$ cat config.mk
export PLATFORM = sky130hd
export DESIGN_NAME = register_bank
export DESIGN_NICKNAME = d
export VERILOG_FILES = /design/src/rtl/register_bank_pkg.sv /design/src/rtl/backup_stack.sv /design/src/rtl/register_bank.sv
export SDC_FILE = /design/constraint.sdc
export NUM_CORES = 2
export LEC_CHECK = 0
export CORE_MARGIN = 3
export CORE_UTILIZATION = 45
export CTS_CLUSTER_SIZE = 12
export DETAILED_ROUTE_END_ITERATION = 7
export SETUP_SLACK_MARGIN = 0.15
export SLEW_MARGIN = 20
export SYNTH_ARGS = -nofsm -noshare
export SYNTH_HDL_FRONTEND = slang
export SYNTH_SLANG_ARGS = --single-unit
$ cat constraint.sdc
create_clock -name clk -period 4.4 [get_ports clk]
set_input_delay 0.88 -clock clk [delete_from_list [all_inputs] [get_ports clk]]
set_output_delay 0.88 -clock clk [all_outputs]
set_load 0.01 [all_outputs]
$ cat src/rtl/register_bank_pkg.sv
// Shared sizing constants and helpers for the 16-bit processor register bank
// and its shadow backup stack.
package register_bank_pkg;

    localparam int WIDTH   = 16;
    localparam int NREGS   = 16;
    localparam int SAVE_LO = 8;
    localparam int DEPTH   = 4;

    localparam int AW    = $clog2(NREGS);
    localparam int SPW   = $clog2(DEPTH + 1);
    localparam int FW    = (DEPTH > 1) ? $clog2(DEPTH) : 1;
    localparam int NSAVE = NREGS - SAVE_LO;

    localparam logic [AW-1:0] R0 = '0;

    function automatic logic in_saved(input logic [AW-1:0] a);
        return a >= AW'(SAVE_LO);
    endfunction

endpackage

$ cat src/rtl/backup_stack.sv
// Bounded shadow stack holding snapshots of the callee-saved register range,
// with push/pop arbitration and sticky error reporting.
module backup_stack
    import register_bank_pkg::*;
(
    input  logic                         clk,
    input  logic                         Reset,
    input  logic                         backup,
    input  logic                         restore,
    input  logic [NSAVE-1:0][WIDTH-1:0]  save_data,
    output logic [NSAVE-1:0][WIDTH-1:0]  restore_data,
    output logic                         pop,
    output logic                         stack_full,
    output logic                         stack_empty,
    output logic                         overflow,
    output logic                         underflow,
    output logic                         conflict
);

    logic [NSAVE-1:0][WIDTH-1:0] frames [DEPTH];
    logic [SPW-1:0]              sp;
    logic                        push;

    assign stack_full   = (sp == SPW'(DEPTH));
    assign stack_empty  = (sp == '0);
    assign push         = backup & ~restore & ~stack_full;
    assign pop          = restore & ~backup & ~stack_empty;
    assign restore_data = frames[FW'(sp - 1'b1)];

    // A simultaneous backup/restore is rejected outright and only raises conflict.
    always_ff @(posedge clk) begin
        if (Reset) begin
            for (int d = 0; d < DEPTH; d++) begin
                frames[d] <= '0;
            end
            sp        <= '0;
            overflow  <= 1'b0;
            underflow <= 1'b0;
            conflict  <= 1'b0;
        end else begin
            if (push) begin
                frames[FW'(sp)] <= save_data;
                sp              <= sp + 1'b1;
            end else if (pop) begin
                sp <= sp - 1'b1;
            end
            if (backup && restore) begin
                conflict <= 1'b1;
            end
            if (backup && !restore && stack_full) begin
                overflow <= 1'b1;
            end
            if (restore && !backup && stack_empty) begin
                underflow <= 1'b1;
            end
        end
    end

endmodule

$ cat src/rtl/register_bank.sv
// Two-read/two-write register file with write-through bypass on the read
// latches and a shadow stack for the callee-saved range.
module register_bank
    import register_bank_pkg::*;
(
    input  logic             clk,
    input  logic             Reset,
    input  logic             RegR1,
    input  logic             RegR2,
    input  logic [AW-1:0]    raddr1,
    input  logic [AW-1:0]    raddr2,
    output logic [WIDTH-1:0] rdata1,
    output logic [WIDTH-1:0] rdata2,
    input  logic             RegW1,
    input  logic             RegW2,
    input  logic [AW-1:0]    waddr1,
    input  logic [AW-1:0]    waddr2,
    input  logic [WIDTH-1:0] wdata1,
    input  logic [WIDTH-1:0] wdata2,
    input  logic             backup,
    input  logic             restore,
    output logic             stack_full,
    output logic             stack_empty,
    output logic             overflow,
    output logic             underflow,
    output logic             conflict
);

    logic [WIDTH-1:0]            regs   [NREGS];
    logic [WIDTH-1:0]            wr_val [NREGS];
    logic [NSAVE-1:0][WIDTH-1:0] save_data;
    logic [NSAVE-1:0][WIDTH-1:0] restore_data;
    logic                        pop;
    logic                        we1;
    logic                        we2;

    always_comb begin
        save_data = '0;
        for (int j = 0; j < NSAVE; j++) begin
            save_data[j] = regs[SAVE_LO + j];
        end
    end

    backup_stack u_stack (
        .clk          (clk),
        .Reset        (Reset),
        .backup       (backup),
        .restore      (restore),
        .save_data    (save_data),
        .restore_data (restore_data),
        .pop          (pop),
        .stack_full   (stack_full),
        .stack_empty  (stack_empty),
        .overflow     (overflow),
        .underflow    (underflow),
        .conflict     (conflict)
    );

    // Writes into the saved range lose to a restore and are not bypassed either.
    assign we1 = RegW1 && (waddr1 != R0) && !(pop && in_saved(waddr1));
    assign we2 = RegW2 && (waddr2 != R0) && !(pop && in_saved(waddr2));

    always_comb begin
        for (int i = 0; i < NREGS; i++) begin
            wr_val[i] = regs[i];
            if (we1 && waddr1 == AW'(i)) begin
                wr_val[i] = wdata1;
            end
            if (we2 && waddr2 == AW'(i)) begin
                wr_val[i] = wdata2;
            end
        end
        wr_val[0] = '0;
    end

    // Read latches sample the post-write view, which gives the bypass for free.
    always_ff @(posedge clk) begin
        if (Reset) begin
            for (int i = 0; i < NREGS; i++) begin
                regs[i] <= '0;
            end
            rdata1 <= '0;
            rdata2 <= '0;
        end else begin
            if (RegR1) begin
                rdata1 <= wr_val[raddr1];
            end
            if (RegR2) begin
                rdata2 <= wr_val[raddr2];
            end
            for (int i = 0; i < SAVE_LO; i++) begin
                regs[i] <= wr_val[i];
            end
            for (int j = 0; j < NSAVE; j++) begin
                regs[SAVE_LO + j] <= pop ? restore_data[j] : wr_val[SAVE_LO + j];
            end
        end
    end

endmodule
==> results.md <==
| Quantity | This run |
|---|---|
| Boundary pin count | 93 |
| Number of placement rows | 109 |
| Max H-tree Level | 3 |
| Synth top area share | 37.8% |
| Most common library cell in the layout ignoring fill and taps | edfxtp_1 |
| Initial Util | 45.7% |
| Synth async-reset ratio | 0% |
| Yosys top cell by area | edfxtp_1 |
| Count of final hold-check violations | 0 |
| Master cell of the clock root buffer | clkbuf_16 |
| Post-layout instance count excluding filler cells | 5097 |
| Maximum capacitance violations | 0 |
| Number of distinct library cells after synthesis | 70 |
| Pin count of the biggest net entering global routing | 137 |
| DRC Markers | 0 |
| Setup TNS | 0 ns |
| Static Leakage | 0.0159 uW |
| Chip Width | 307 um |
| RSZ-0062 raised after global routing | no |
| Count of routing violations after the opening detailed-route iteration | 4140 |
| Total of endpoints with negative setup slack in the final report | 0 |
| Synthesized-area fraction occupied by ao, oa, aoi and oai cells | 14.0% |
| Share of the yosys chip area belonging to registers | 51.5% |
| Cell area after layout | 46300 um^2 |
| Maximum fanout count along the critical path | 17 |
| Die Y | 307 um |
| Number of resized instances in the post-cts repair step | 0 |
| Post-DRT Antenna Nets | 0 |
| DP Cell Count | 4930 |
| Die Footprint | 94100 um^2 |
| Worst Setup Slack post-DPL | 0.473 ns |
| Worst setup SP type | flip-flop |
| Number of register bits inferred by synthesis | 790 |
| All-layer global routing usage | 31.0% |
| Total overflow reported by the global router | 0 |
| DR WL/cell | 29.1 um |
| Run status | finished clean |
| Post-Synth XOR/XNOR Area | 0.0431% |
| Average size of a mapped cell | 10.6 um^2 |
| Max-slew violation count | 0 |
| Final period utilization | 90.2% |
| Kind of path behind the tightest hold check | flip-flop to flip-flop |
| Number of port buffers | 92 |
| Count of flip-flops with a built-in enable after synthesis | 512 |
| Final routed wirelength across all metal layers | 148 mm |
| Min cycle time layout | 3.97 ns |
| Syn Inst Count | 3853 |
| Worst slew margin relative to its limit | 13.3% |
| Post-synthesis share of cell area spent on full adders, half adders and majority gates | 0.0923% |
| Category of the most critical setup path | flip-flop to output port |
| Net count of the finished layout | 3913 |
| Combinational family with the most area after synthesis | simple AND/OR/NAND/NOR gates |
| Count of hold buffers inserted by post-cts repair | 0 |
| Clk Latency, worst-skew pair | 0.66 ns |
| Share of synthesized area spent on multiplexers | 11.2% |
| Number of warnings reported in the yosys synthesis log | 0 |
| Syn-to-layout area delta | 13.8% |
| Critical path required time | 3.52 ns |
| Fraction of final layout cells with drive strength greater than 1 | 13.7% |
| Post-Syn Area | 40700 um^2 |
| Fraction of the mapped netlist area in simple logic gates | 19.3% |
| Number of buffers on the longest clock path | 3 |
| Detailed-routing iteration count for the pre-antenna-repair pass | 6 |
| Ratio of routed vias to standard cells | 6.42 |
| Vias in the first global route | 31900 |
| Areal power density over the cells | 406 nW/um^2 |
| Post-Place Cell Area | 43500 um^2 |
| Delay of the slowest cell on the worst path | 0.74 ns |
| Via Count | 32700 |
| Clock sinks | 790 |
| Antenna violations before repair | 10 |
| Actual slew at the worst max-slew pin | 1.28 ns |
| Clock skew | 0.0361 ns |
| Worst voltage drop across the vdd grid | 0.000333 V |
| Category of the worst setup path capture point | output port |
| Estimated wirelength of the detail-placed design | 93.2 mm |
| Peak Freq | 252 MHz |
| Final weighted congestion in routability-driven placement | 0.952 |
| Final setup margin | 0.430 ns |
| Final-layout worst hold slack | 0.556 ns |
| Cell-by-cell trace of the critical path | inv_1 > ha_4 > nand2b_4 > inv_4 > clkdlybuf4s50_1 |
| Clock-pin transition on the worst setup and hold timing paths | 0.06 ns |
| Commonest non-fill, non-tap cells in the layout | edfxtp_1 (512), and2_1 (497), nand2_1 (445) |
| Number of nets produced by synthesis | 3912 |
| First-pass GRT wire length | 218 mm |
| Slowest-stage cell, CP | dfxtp_1 |
| Clock tree from TritonCTS | yes |
| Setup Fix Bufs, Post-CTS | 0 |
| Core region area | 89100 um^2 |
| Crit path DAT | 3.09 ns |
| Predominant post-synthesis flop cell | edfxtp_1 |
| Top post-synthesis cells by area | edfxtp_1 (38%), dfxtp_1 (14%), and2_1 (7.6%) |
| Number of CTS-inserted buffers | 87 |
[worst max-delay path: cells and delay by family (launching register included)]
| kind | cells | cell delay (ns) |
|---|---|---|
| adder cells (fa/ha/maj) | 1 | 0.28 |
| flip-flops | 1 | 0.74 |
| buffers and inverters | 3 | 1.13 |
| AND/OR/NAND/NOR | 1 | 0.27 |
[metrics by stage]
step	util [%]	power [uW]
final	52.0	18800
after global routing	52.0	19300
after CTS	52.0	18800
after detailed placement	48.9	11800
after global placement	48.9	11800
after floorplan	-	10500
[Yosys cell counts, types with 17 or more instances]
library cell and n:
edfxtp_1 512, and2_1 497, a22oi_1 17, buf_1 35, a211oi_1 34, clkbuf_1 283, a221oi_1 25, nand3_1 116
nor3_1 134, buf_2 46, o21ai_2 17, mux2i_1 138, a31oi_1 126, o21ai_1 61, o21ai_0 137, dfxtp_1 278
nor2b_1 129, nor2_1 133, nand2_1 446, a21oi_1 186, o22ai_1 52, mux4_2 138, o211ai_1 39, o221ai_1 30
[layer usage]
metal | vias to the layer above | share of wire, % | track usage, %
li1 | 14200 | - | -
met1 | 16100 | 40 | 42.0
met2 | 1963 | 45 | 47.1
met3 | 468 | 9.8 | 7.14
met4 | 4 | 5.5 | 15.5
met5 | - | 0.018 | 0
[cell families after synthesis]
group                    after synthesis
AND/OR/NAND/NOR                     1529
multiplexers                         281
flip-flops                           790
AO/OA/AOI/OAI                        860
XOR/XNOR                               2
adder cells (fa/ha/maj)                3
buffers and inverters                388
[registers in the layout (all words and copies together) (netlist names)]
signal / flops
rdata2: 16
u_stack.underflow: 1
u_stack.overflow: 1
u_stack.sp: 3
regs: 240
rdata1: 16
u_stack.conflict: 1
u_stack.frames: 512
[area by class of cell]
class,count,area (um^2)
inverters,12,47.5
well taps,1165,1460
multi-input cells,2675,18300
diodes,6,15.0
flip-flops and latches,790,20900
fillers,7939,42800
clock buffers,130,2550
repair buffers,288,2800
clock inverters,31,193
[power by group]
group | leakage (uW) | switching [uW] | internal, uW | total (uW)
sequential | 0.00757 | 281 | 8270 | 8550
clock | 0.00135 | 3060 | 4060 | 7120
combinational | 0.00702 | 1950 | 1160 | 3120
total | 0.0159 | 5290 | 13500 | 18800
[path summary, 6_finish.rpt]
check	from	endpoint	slack (ns)	cells past startpoint
worst max-delay path	u_stack.sp[1]	stack_empty	0.43	5
worst max register to register	u_stack.sp[1]	rdata2[6]	0.51	11
worst min register to register	u_stack.conflict	u_stack.conflict	0.56	2
worst min-delay path	u_stack.conflict	u_stack.conflict	0.56	2
Power figures use the tool's default switching activity.
